<file path="config.mk">
export PLATFORM = sky130hd
export DESIGN_NAME = chacha_qr_engine
export DESIGN_NICKNAME = d
export VERILOG_FILES = /design/src/rtl/chacha_pkg.sv /design/src/rtl/chacha_arx_step.sv /design/src/rtl/chacha_qr_engine.sv
export SDC_FILE = /design/constraint.sdc
export NUM_CORES = 1
export LEC_CHECK = 0
export CAP_MARGIN = 20
export CORE_ASPECT_RATIO = 1.25
export CORE_UTILIZATION = 40
export DETAILED_ROUTE_END_ITERATION = 10
export GPL_TIMING_DRIVEN = 0
export SETUP_SLACK_MARGIN = 0.05
export SLEW_MARGIN = 20
export SYNTH_ARGS = -nofsm -noshare
export SYNTH_HDL_FRONTEND = slang
export SYNTH_HIERARCHICAL = 1
export SYNTH_SLANG_ARGS = --single-unit
</file>
<file path="constraint.sdc">
create_clock -name clk -period 3.8 [get_ports clk]
set_clock_uncertainty 0.1 [all_clocks]
set_input_delay 0.76 -clock clk [delete_from_list [all_inputs] [get_ports clk]]
set_output_delay 0.76 -clock clk [all_outputs]
set_load 0.005 [all_outputs]
</file>
<file path="src/rtl/chacha_pkg.sv">
// Shared types and constants for the ChaCha quarter-round engine.
// Latency: n/a (declarations only).
// Backpressure: n/a.
package chacha_pkg;

    localparam int WORD_W      = 32;
    localparam int ROT0        = 16;
    localparam int ROT1        = 12;
    localparam int ROT2        = 8;
    localparam int ROT3        = 7;
    localparam int MAX_QR_ITER = 255;
    // Wide enough to count every step of the longest operation without wrapping.
    localparam int STEP_CNT_W  = $clog2(4 * MAX_QR_ITER);

    typedef enum logic {
        ST_IDLE = 1'b0,
        ST_BUSY = 1'b1
    } state_e;

    typedef struct packed {
        logic [WORD_W-1:0] a;
        logic [WORD_W-1:0] b;
        logic [WORD_W-1:0] c;
        logic [WORD_W-1:0] d;
    } qr_state_t;

    function automatic logic [WORD_W-1:0] rotl(input logic [WORD_W-1:0] x, input int unsigned n);
        return (x << n) | (x >> (WORD_W - n));
    endfunction

endpackage

</file>
<file path="src/rtl/chacha_arx_step.sv">
// One ChaCha ARX step (add, xor, rotate) selected by a 2-bit step index.
// Latency: purely combinational.
// Backpressure: none; output follows inputs.
module chacha_arx_step
    import chacha_pkg::*;
(
    input  logic [1:0]        step_idx,
    input  logic [WORD_W-1:0] a_in,
    input  logic [WORD_W-1:0] b_in,
    input  logic [WORD_W-1:0] c_in,
    input  logic [WORD_W-1:0] d_in,
    output logic [WORD_W-1:0] a_out,
    output logic [WORD_W-1:0] b_out,
    output logic [WORD_W-1:0] c_out,
    output logic [WORD_W-1:0] d_out
);

    // Even steps update a then d, odd steps update c then b.
    always_comb begin
        a_out = a_in;
        b_out = b_in;
        c_out = c_in;
        d_out = d_in;
        unique case (step_idx)
            2'd0: begin
                a_out = a_in + b_in;
                d_out = rotl(d_in ^ (a_in + b_in), ROT0);
            end
            2'd1: begin
                c_out = c_in + d_in;
                b_out = rotl(b_in ^ (c_in + d_in), ROT1);
            end
            2'd2: begin
                a_out = a_in + b_in;
                d_out = rotl(d_in ^ (a_in + b_in), ROT2);
            end
            2'd3: begin
                c_out = c_in + d_in;
                b_out = rotl(b_in ^ (c_in + d_in), ROT3);
            end
        endcase
    end

endmodule

</file>
<file path="src/rtl/chacha_qr_engine.sv">
// Four-word ChaCha state register file with an in-place quarter-round engine.
// Latency: 4*QR_ITER/STEPS_PER_CYCLE busy cycles from start to the done pulse.
// Backpressure: writes and start are ignored while busy; reads are always live.
module chacha_qr_engine
    import chacha_pkg::*;
#(
    parameter  int BUS_W           = 8,
    parameter  int QR_ITER         = 1,
    parameter  int STEPS_PER_CYCLE = 1,
    localparam int ADDR_W          = 2 + $clog2(32 / BUS_W)
) (
    input  logic              clk,
    input  logic              rst,
    input  logic              wr_en,
    input  logic [ADDR_W-1:0] addr,
    input  logic [BUS_W-1:0]  wr_data,
    output logic [BUS_W-1:0]  rd_data,
    input  logic              start,
    output logic              busy,
    output logic              done
);

    localparam int LANE_W      = ADDR_W - 2;
    localparam int LSEL_W      = (LANE_W > 0) ? LANE_W : 1;
    localparam int TOTAL_STEPS = 4 * QR_ITER;
    localparam int SPC         = STEPS_PER_CYCLE;

    if (!(BUS_W == 8 || BUS_W == 16 || BUS_W == 32)) begin : g_bad_bus_w
        $error("chacha_qr_engine: BUS_W must be 8, 16 or 32");
    end
    if (!(SPC == 1 || SPC == 2 || SPC == 4)) begin : g_bad_spc
        $error("chacha_qr_engine: STEPS_PER_CYCLE must be 1, 2 or 4");
    end
    if (QR_ITER < 1 || QR_ITER > MAX_QR_ITER) begin : g_bad_iter
        $error("chacha_qr_engine: QR_ITER must be in 1..255");
    end

    qr_state_t             st_q, st_d;
    state_e                state_q, state_d;
    logic [STEP_CNT_W-1:0] cnt_q, cnt_d;
    logic                  busy_q, busy_d;
    logic                  done_q, done_d;

    logic [1:0]            word_sel;
    logic [LSEL_W-1:0]     lane_sel;
    logic [4:0]            lane_lsb;
    logic [WORD_W-1:0]     sel_word;
    logic [WORD_W-1:0]     wr_word;

    assign word_sel = addr[ADDR_W-1 -: 2];
    if (LANE_W > 0) begin : g_lanes
        assign lane_sel = addr[LSEL_W-1:0];
    end else begin : g_no_lanes
        assign lane_sel = '0;
    end
    assign lane_lsb = 5'(int'(lane_sel) * BUS_W);

    // Addressed word and lane of the live register contents.
    always_comb begin
        sel_word = st_q.a;
        unique case (word_sel)
            2'd0: sel_word = st_q.a;
            2'd1: sel_word = st_q.b;
            2'd2: sel_word = st_q.c;
            2'd3: sel_word = st_q.d;
        endcase
        rd_data = sel_word[lane_lsb +: BUS_W];
    end

    // Chain of ARX steps; step index continues from the committed step count.
    logic [WORD_W-1:0] a_ch [SPC+1];
    logic [WORD_W-1:0] b_ch [SPC+1];
    logic [WORD_W-1:0] c_ch [SPC+1];
    logic [WORD_W-1:0] d_ch [SPC+1];

    assign a_ch[0] = st_q.a;
    assign b_ch[0] = st_q.b;
    assign c_ch[0] = st_q.c;
    assign d_ch[0] = st_q.d;

    for (genvar k = 0; k < SPC; k++) begin : g_chain
        chacha_arx_step u_step (
            .step_idx (cnt_q[1:0] + 2'(k)),
            .a_in     (a_ch[k]),
            .b_in     (b_ch[k]),
            .c_in     (c_ch[k]),
            .d_in     (d_ch[k]),
            .a_out    (a_ch[k+1]),
            .b_out    (b_ch[k+1]),
            .c_out    (c_ch[k+1]),
            .d_out    (d_ch[k+1])
        );
    end

    // Next state: lane writes and start in IDLE, step commits and completion in BUSY.
    always_comb begin
        st_d    = st_q;
        state_d = state_q;
        cnt_d   = cnt_q;
        done_d  = 1'b0;
        wr_word = sel_word;
        wr_word[lane_lsb +: BUS_W] = wr_data;
        unique case (state_q)
            ST_IDLE: begin
                if (wr_en) begin
                    unique case (word_sel)
                        2'd0: st_d.a = wr_word;
                        2'd1: st_d.b = wr_word;
                        2'd2: st_d.c = wr_word;
                        2'd3: st_d.d = wr_word;
                    endcase
                end
                if (start) begin
                    state_d = ST_BUSY;
                    cnt_d   = '0;
                end
            end
            ST_BUSY: begin
                st_d.a = a_ch[SPC];
                st_d.b = b_ch[SPC];
                st_d.c = c_ch[SPC];
                st_d.d = d_ch[SPC];
                cnt_d  = cnt_q + STEP_CNT_W'(SPC);
                if (cnt_d == STEP_CNT_W'(TOTAL_STEPS)) begin
                    state_d = ST_IDLE;
                    done_d  = 1'b1;
                end
            end
        endcase
        busy_d = (state_d == ST_BUSY);
    end

    // State registers; reset abandons any running computation.
    always_ff @(posedge clk) begin
        if (rst) begin
            st_q    <= '0;
            state_q <= ST_IDLE;
            cnt_q   <= '0;
            busy_q  <= 1'b0;
            done_q  <= 1'b0;
        end else begin
            st_q    <= st_d;
            state_q <= state_d;
            cnt_q   <= cnt_d;
            busy_q  <= busy_d;
            done_q  <= done_d;
        end
    end

    assign busy = busy_q;
    assign done = done_q;

endmodule

</file>
==> results of run 1 <==
cells by family after synthesis:
| logic type | Yosys count |
|---|---|
| AO/OA/AOI/OAI | 629 |
| XOR/XNOR | 126 |
| adder cells (fa/ha/maj) | 71 |
| buffers and inverters | 192 |
| flip-flops | 140 |
| multiplexers | 88 |
| AND/OR/NAND/NOR | 615 |
stage by stage:
step / util (%) / worst slack, ns / cell area (um2) / TNS [ns]
finish: 46.6 / 0.0477 / 15600 / 0
floorplan: - / 0.684 / 13600 / 0
detailed placement: 42.8 / -0.837 / 14400 / -17.38
global route: 46.6 / -0.0219 / 15600 / -0.0219
global placement: 42.8 / -1.60 / 14400 / -35.71
CTS: 45.6 / 0.00362 / 15300 / 0
path summary, 6_finish.rpt:
check | start | to | slack [ns] | depth (start not counted)
hold / removal | cnt_q[9] | cnt_q[9] | 0.43 | 2
setup / recovery | d_ch[32] | b_ch[40] | 0.05 | 15
setup reg to reg | d_ch[32] | b_ch[40] | 0.05 | 15
hold reg to reg | cnt_q[9] | cnt_q[9] | 0.43 | 2
cell usage after synthesis, types with 6 or more instances:
| cell type | instances | share of area [%] |
|---|---|---|
| buf_2 | 13 | 0.48 |
| o22ai_1 | 133 | 6.1 |
| inv_1 | 49 | 1.3 |
| a21oi_1 | 93 | 3.4 |
| mux4_2 | 40 | 6.6 |
| o21ai_1 | 6 | 0.22 |
| o31ai_1 | 6 | 0.33 |
| o221ai_1 | 10 | 0.64 |
| o21a_1 | 9 | 0.50 |
| buf_1 | 6 | 0.17 |
| o21ai_0 | 225 | 8.3 |
| a211oi_1 | 13 | 0.72 |
| ha_1 | 69 | 6.3 |
| mux2i_1 | 12 | 0.88 |
| clkbuf_1 | 110 | 3.0 |
| dfxtp_1 | 140 | 21 |
| o21bai_1 | 6 | 0.33 |
| mux2_2 | 36 | 3.0 |
| xor2_1 | 43 | 2.8 |
| nor2b_1 | 9 | 0.41 |
| nand2b_1 | 10 | 0.46 |
| a21o_1 | 35 | 1.9 |
| nand2_1 | 299 | 8.2 |
| xnor2_1 | 77 | 4.9 |
| nand4_1 | 15 | 0.69 |
| a31oi_1 | 11 | 0.50 |
| nor2_1 | 201 | 5.5 |
| nor3_1 | 18 | 0.66 |
| o21ai_2 | 30 | 1.9 |
| nand3_1 | 17 | 0.62 |
| o211ai_1 | 9 | 0.50 |
| and3_1 | 11 | 0.50 |
sequential cells by signal (all words and copies together), names as in the netlist:
| register | count |
|---|---|
| b_ch | 32 |
| c_ch | 32 |
| a_ch | 32 |
| done | 1 |
| d_ch | 32 |
| busy | 1 |
| cnt_q | 10 |
final cells by class:
cell class                      count  area share, %
Buffer                            138           3.81
Inverter                           52           1.25
Clock buffer                       20           2.86
Multi-Input combinational cell   1529           67.5
Tap cell                          423           3.38
Clock inverter                     11          0.928
Sequential cell                   140           18.0
Timing Repair Buffer               37           2.31
what timing repair did:
action	CTS	global route
pin swaps	8	16
setup buffers	7	8
endpoints found under the setup margin	68	49
resized for setup	53	48
routing by layer:
layer,up-vias,GRT usage (%),share of wire [%]
met1,7736,50.2,36
met3,312,8.90,11
met2,1182,64.8,44
li1,6794,-,-
met4,4,33.6,9.1
met5,-,0,0.036
power by group through the flow:
stage               Combinational, mW  Clock [mW]  Sequential (mW)
finish                           2.28        1.80             1.77
global route                     2.33        1.84             1.78
detailed placement               2.03           0             1.78
global placement                 2.02           0             1.78
floorplan                        1.27           0             1.71
CTS                              2.11        1.79             1.75
worst max-delay path, stage by stage, from the launching register on:
cell	delay, ns
dfxtp_2	0.37
ha_2	0.22
fa_2	0.36
a21o_1	0.24
a221oi_4	0.27
buf_6	0.17
a2111oi_4	0.07
buf_4	0.19
o21ai_0	0.18
o211ai_1	0.26
xor2_1	0.29
xnor2_2	0.41
a21o_1	0.18
o21ai_0	0.08
nand2_1	0.11
o22ai_1	0.08
==> run metrics, run 1 <==
Synth Flop Type dfxtp_1; multiplexer share of the synthesized area about a tenth; setup violators final 0; DR vias/cell a little under 7; worst slew pin tran 1.20 ns; Die X 167 um; Power, Total 5.85 mW; proportion of power drawn by the clock network 30.8%; fmax 267 MHz; Seq/Total Area, Yosys between 20% and 30%; most frequent cells in the layout 299 x nand2_1, 219 x o21ai_0, 199 x nor2_1; CTS tree done; diode count 0; crit path launch type flip-flop; final hold slack 0.427 ns; Synth warnings 6; io pins 26; vias in the first global route 14800; Detail Placement HPWL 57300 um; Net Switching 2.45 mW; DP Cell Count 2306; Synth Register Bits 140; logic gate share of total power ~39%; Synth Area in Adders 6.63%; share of cells above drive strength 1 between 10 and 15%; Core Box Area 33600 um2; initial antenna violation count 2; Netlist cell types 89; sequential share of power 30.2%; WL per Instance 31.5 um; largest family of logic cells by synthesized area compound AO/OA/AOI/OAI gates; cts hold-fix bufs 0; RSZ-0062 raised after global routing true; DRC errors left 0; Clock Path Buffers 2; Starting DRT DRC Count 2200; commonest non-fill, non-tap cell in the layout nand2_1; Leakage 6.07 nW; largest net degree at the start of global routing 17; P_int 3.40 mW; syn_area_per_cell 7.33 um2; Max Cap Viol 0; worst hold path type reg -> reg; die area 34800 um2; crit path max fanout 5; area fraction in compound gates after synthesis 28.7%; last weighted congestion value of the routability-driven placer 1.10; first-pass GRT wire length 104000 um; Synth Area in Simple Gates 19.1%; CP endpoint kind flip-flop; Sequential Area 2810 um2; Die H ~210 um; port buffer count 22; Starting Density 40.6%; Slew Limit Fails 0; total gr overflow 0; Worst-Skew Late Latency 0.47 ns; cell area power density 374 nW/um2; CP Data Required Time 4.02 ns; Worst-path clk slew 0.07 ns; Final period util 98.7%; Layout Cells excl Fill 2350; Post-Route WL about 74000 um; row count 75; post-route minimum period 3.75 ns; outcome finished clean; Synthesized Nets 1948; cts bufs inserted 17; Final nets approximately 2000; Sink Count 140; Async S/R FF share, synth 0%; synthesized area 13600 um2; CTS root buf clkbuf_16; multi-input logic area 10600 um2; kind of critical path reg -> reg; P&R area growth vs syn 14.7%; Sw Share between 40% and 50%; drt first pass iters 6; CTS H-tree depth 4; Fillers 3406; Cells after Synth 1861; EDFF count, synth 0; Antenna Nets Post-Route 0; Max rail drop VDD roughly 0.35 mV; Tot GR Track Use 41.9%; DR vias 16028; Critical Path AT 3.98 ns; Synth Area in XOR/XNOR roughly 8.7%; normalized max-slew margin between 10% and 20%; Hold Vio Cnt, Final 0
Power figures use the tool's default switching activity.
==> inputs of run 2 (changes only) <==
--- a/config.mk
+++ b/config.mk
@@ -7,6 +7,7 @@
 export LEC_CHECK = 0
 export CAP_MARGIN = 20
 export CORE_ASPECT_RATIO = 1.25
+export CORE_MARGIN = 1.5
 export CORE_UTILIZATION = 40
 export DETAILED_ROUTE_END_ITERATION = 10
 export GPL_TIMING_DRIVEN = 0
==> run metrics, run 2 (synthesized netlist as in run 1, its figures left out) <==
outcome finished clean; Slew Limit Fails 0; CP max stage cell o21ai_0; hold depth 2; worst slew pin tran 1.18 ns; post-route minimum period 3.77 ns; cell depth of the worst setup path 14; Starting DRT DRC Count approximately 2400; DRC errors left 0; fin area 15700 um2; cts bufs inserted 17; CP cell instances ha_1, clkbuf_2, a21oi_1, o21ai_0, nor3_2, buf_4, a31oi_4, nor4_1, a311oi_2, xnor2_2, o21ai_0, o21ai_0, nand2_1, o22ai_1; last weighted congestion value of the routability-driven placer 1.06; Max Cap Viol 0; Clock Path Buffers 2; worst hold path type reg -> reg; setup violators final 0; cell area power density 383 nW/um2; Die X 168 um; Layout Cells excl Fill 2356; initial antenna violation count 2; Sink Count 140; Die H ~210 um; Detail Placement HPWL 58400 um; Bufs and invs on worst path 2; CTS root buf clkbuf_16; Starting Density 40.6%; most frequent cells in the layout 299 x nand2_1, 219 x o21ai_0, 199 x nor2_1; Final period util roughly 99%; Max rail drop VDD 0.329 mV; fmax approximately 270 MHz; row count 75; drt first pass iters 6; Worst-Skew Late Latency 0.46 ns; cts hold-fix bufs 0; DR vias 15957; DP Worst Slack -0.971 ns; CTS H-tree depth 4; crit path launch type flip-flop; DR vias/cell 6.77; share of cells above drive strength 1 13.8%; P&R area growth vs syn 15.1%; total gr overflow 0; DP Cell Count approximately 2300; Leakage 6.09 nW; final hold slack 0.434 ns; most used cell, CP o21ai_0; CTS tree done; setup ws final 0.0322 ns; CP endpoint kind flip-flop; WL per Instance 31.5 um; crit path max fanout 7; die area 35200 um2; cells on worst reg2reg path 14; largest net degree at the start of global routing 17; RSZ-0062 raised after global routing true; Worst-path clk slew 0.07 ns; Final Core Density around 47%; first-pass GRT wire length between 100000 and 150000 um; Final nets 2005; io pins 26; dpl cell area approximately 14000 um2; vias in the first global route ~15000; normalized max-slew margin 21.4%; CP max stage delay 0.53 ns; critical path's top delay family compound AO/OA/AOI/OAI gates; Antenna Nets Post-Route 0; Hold Vio Cnt, Final 0; Core Box Area 33600 um2; port buffer count 22; Post-Route WL 74200 um; CP Data Required Time 4.07 ns; commonest non-fill, non-tap cell in the layout nand2_1; Critical Path AT 4.04 ns; kind of critical path reg -> reg; Tot GR Track Use 41.5%
-- run 2: changes by cell type in the layout (fill, tap and decap cells not counted), sizes merged --
| cell | change |
|---|---|
| clkinvlp | -2 |
| buf | +3 |
| bufinv | +2 |
| diode | +2 |
| clkbuf | +1 |
-- run 2: stage by stage --
stage | setup TNS (ns) | total power, mW
2_1_floorplan | 0 | 2.98
3_3_place_gp | -32.64 | 3.82
3_5_place_dp | -17.07 | 3.83
4_1_cts | 0 | 5.84
5_1_grt | 0 | 6.11
6_report | 0 | 6.01
-- run 2: routing by layer --
metal	GRT usage, %	wire, um
met4	27.8	6170
met1	51.6	28200
met5	0	0
met2	65.3	32500
met3	8.24	7400
-- run 2: final cells by class --
class                           count  area [um2]
Inverter                           52         195
Buffer                            139         598
Antenna cell                        2        5.00
Fill cell                        3427       17900
Tap cell                          423         529
Sequential cell                   140        2810
Clock inverter                     11         190
Timing Repair Buffer               39         373
Multi-Input combinational cell   1529       10500
Clock buffer                       21         460
-- run 2: worst min-delay path: stages, from the launching register on --
cell and delay, ns:
dfxtp_1 0.34, o21ai_0 0.08, a21oi_1 0.06
-- run 2: timing repair --
action | 4_1_cts | 5_1_grt
pin swaps | 11 | 11
setup endpoints to repair | 69 | 41
setup buffers | 7 | 10
resized for setup | 63 | 30
-- run 2: worst paths after layout --
check,start,to,slack [ns]
worst max-delay path,b_ch[48],d_ch[37],0.03
worst min-delay path,cnt_q[9],cnt_q[9],0.43
worst max register to register,b_ch[48],d_ch[37],0.03
worst min register to register,cnt_q[9],cnt_q[9],0.43
-- run 2: report_power, final --
part	switching, mW	internal, mW	total [mW]
clock network	0.767	1.20	1.97
logic	1.50	0.769	2.27
registers	0.187	1.58	1.77
total	2.46	3.55	6.01
==> patch, RTL diff (flow settings as in run 2) <==
Register the output `rd_data`, without a reset; this adds one clock of latency there. The other outputs are not delayed to match.
--- a/src/rtl/chacha_qr_engine.sv
+++ b/src/rtl/chacha_qr_engine.sv
@@ -25,4 +25,6 @@
     localparam int TOTAL_STEPS = 4 * QR_ITER;
     localparam int SPC         = STEPS_PER_CYCLE;
+
+    logic [BUS_W-1:0] rd_data_d;
 
     if (!(BUS_W == 8 || BUS_W == 16 || BUS_W == 32)) begin : g_bad_bus_w
@@ -65,5 +67,5 @@
             2'd3: sel_word = st_q.d;
         endcase
-        rd_data = sel_word[lane_lsb +: BUS_W];
+        rd_data_d = sel_word[lane_lsb +: BUS_W];
     end
 
@@ -151,4 +153,8 @@
     assign done = done_q;
 
+    always_ff @(posedge clk) begin
+        rd_data <= rd_data_d;
+    end
+
 endmodule
 
Check against the original RTL: not equivalent (Yosys sat finds a counterexample within 4 cycles, from zero or initial values and one cycle with rst high).
==> patch against run 2 <==
Sequential cell count up 8; critical path type unchanged; non-clock buffer count fell by 4; maximum frequency increased by 2.6%; count of clock-buffer cells in the layout is 1 higher; combinational power fell by 5%; total power shrank 5.0%; synthesized area up 1.2%; largest cell class unchanged; highest routed layer is now met5; worst hold slack improved by 0.033 ns; setup slack improved by 0.094 ns; first-iteration DRC count decreased by 16%; wire length is 1.3% lower; cell area decreased by 1.1%.
==> patch: results <==
placement:
  dp.cells: 2317
  gp_congestion: 1.028
  hpwl_um: 58770
  io_buffers: 22
global_route:
  grt_max_degree: 17
  grt_use_total: 0.4099
  grt_pass1_vias: 14550
  grt_pass1_wl_um: 102700
  antenna_found_initial: 4
power:
  vdd_ir_drop_max_mv: 0.2889
  clkPwrFrac: 0.284
  power_frac_seq: 0.339
  p_leak_nw: 6.039
  p_sw_mw: 2.429
  swShare: 0.4260
yosys:
  yosys-top-cells-count: "nand2_1, o21ai_0, nor2_1"
  async_reset_ff_frac: 0
  ys.flop_type: "dfxtp_1"
  avgSynthCellArea_sq_um: 7.377
  ys_seq_area_frac: 0.2146
  synth.distinct_cells: 88
  synth_nets: 1958
  synthTopCellsByArea: "dfxtp_1, nand2_1, o21ai_0, mux4_2, ha_1"
  yosys_warnings: 6
clocking:
  cts_buffers: 17
  root_buffer: "clkbuf_16"
  cts_buffer_depth: 2
  insertion_delay_ns: 0.46
  h-tree-depth: 4
  path_clk_slew_ns: 0.07
setup_path:
  critPathLaunch: "b_ch[43]"
  slowest_delay_ns: 0.47
  crit_family: "compound AO/OA/AOI/OAI gates"
  path_max_fanout: 7
  arrival_ns: 3.89
  cp_slowest_cell: "xnor2_1"
route:
  drtIter0Drc: 1972
  routed_wl_um: 73230
  first_pass_iters: 5
  viasPerCell: 6.533
timing:
  worst_pin_slew_ns: 1.233
finish:
  stdcell_count: 2359
  drive_gt1_frac: 0.1292
  nFillCells: 3473
min_path:
  hp-start: "cnt_q[2]"
  hold_class: "reg -> reg"
status:
  status: "finished clean"
## patch: cell families after synthesis
family | Yosys count | synth area share
and+or+nand+nor | 616 | 0.1886
DFF | 148 | 0.2146
xor gates and xnor gates | 126 | 0.08584
AOI/OAI and AO/OA | 629 | 0.2843
muxes | 88 | 0.1033
adders and majority gates | 71 | 0.06545
buffers and inverters | 193 | 0.05783
## patch: metrics by stage
stage	setup slack, ns	area [sq um]	hold WS [ns]
global route	0.03571	15510	0.4974
finish	0.1266	15510	0.4670
CTS	0.04466	15220	0.4660
detailed placement	-0.3871	14560	0.4511
global placement	-0.7892	14550	0.4329
floorplan	0.6838	13800	0.4069
## patch: worst paths after layout
path / endpoint / slack, ns / depth (start not counted)
worst max register to register: d_ch[60] / 0.13 / 13
worst min register to register: cnt_q[2] / 0.47 / 2
worst min-delay path: cnt_q[2] / 0.47 / 2
worst max-delay path: d_ch[60] / 0.13 / 13
## patch: layout make-up
type | count | area (sq um) | area share
multi-input combinational | 1530 | 10380 | 0.6694
clock inverter | 8 | 55.05 | 0.003549
inverter | 53 | 198.9 | 0.01283
timing repair buffer | 35 | 315.3 | 0.02033
sequential | 148 | 2975 | 0.1918
tap | 423 | 529.3 | 0.03412
buffer | 139 | 596.8 | 0.03848
antenna | 1 | 2.502 | 0.0001613
clock buffer | 22 | 454.2 | 0.02928
## patch: per-layer routing
metal | track usage | vias up | part of all wire
met5 | 0 | - | 0.00051
met4 | 0.2862 | 6 | 0.080
met3 | 0.07795 | 246 | 0.081
met2 | 0.6586 | 845 | 0.46
met1 | 0.4938 | 7486 | 0.38
li1 | - | 6828 | -
## patch: what timing repair did
item                       4_1_cts  5_1_grt
resized for setup               29       49
pin swaps                        5       12
setup buffers                    3        9
setup endpoints to repair       33       42
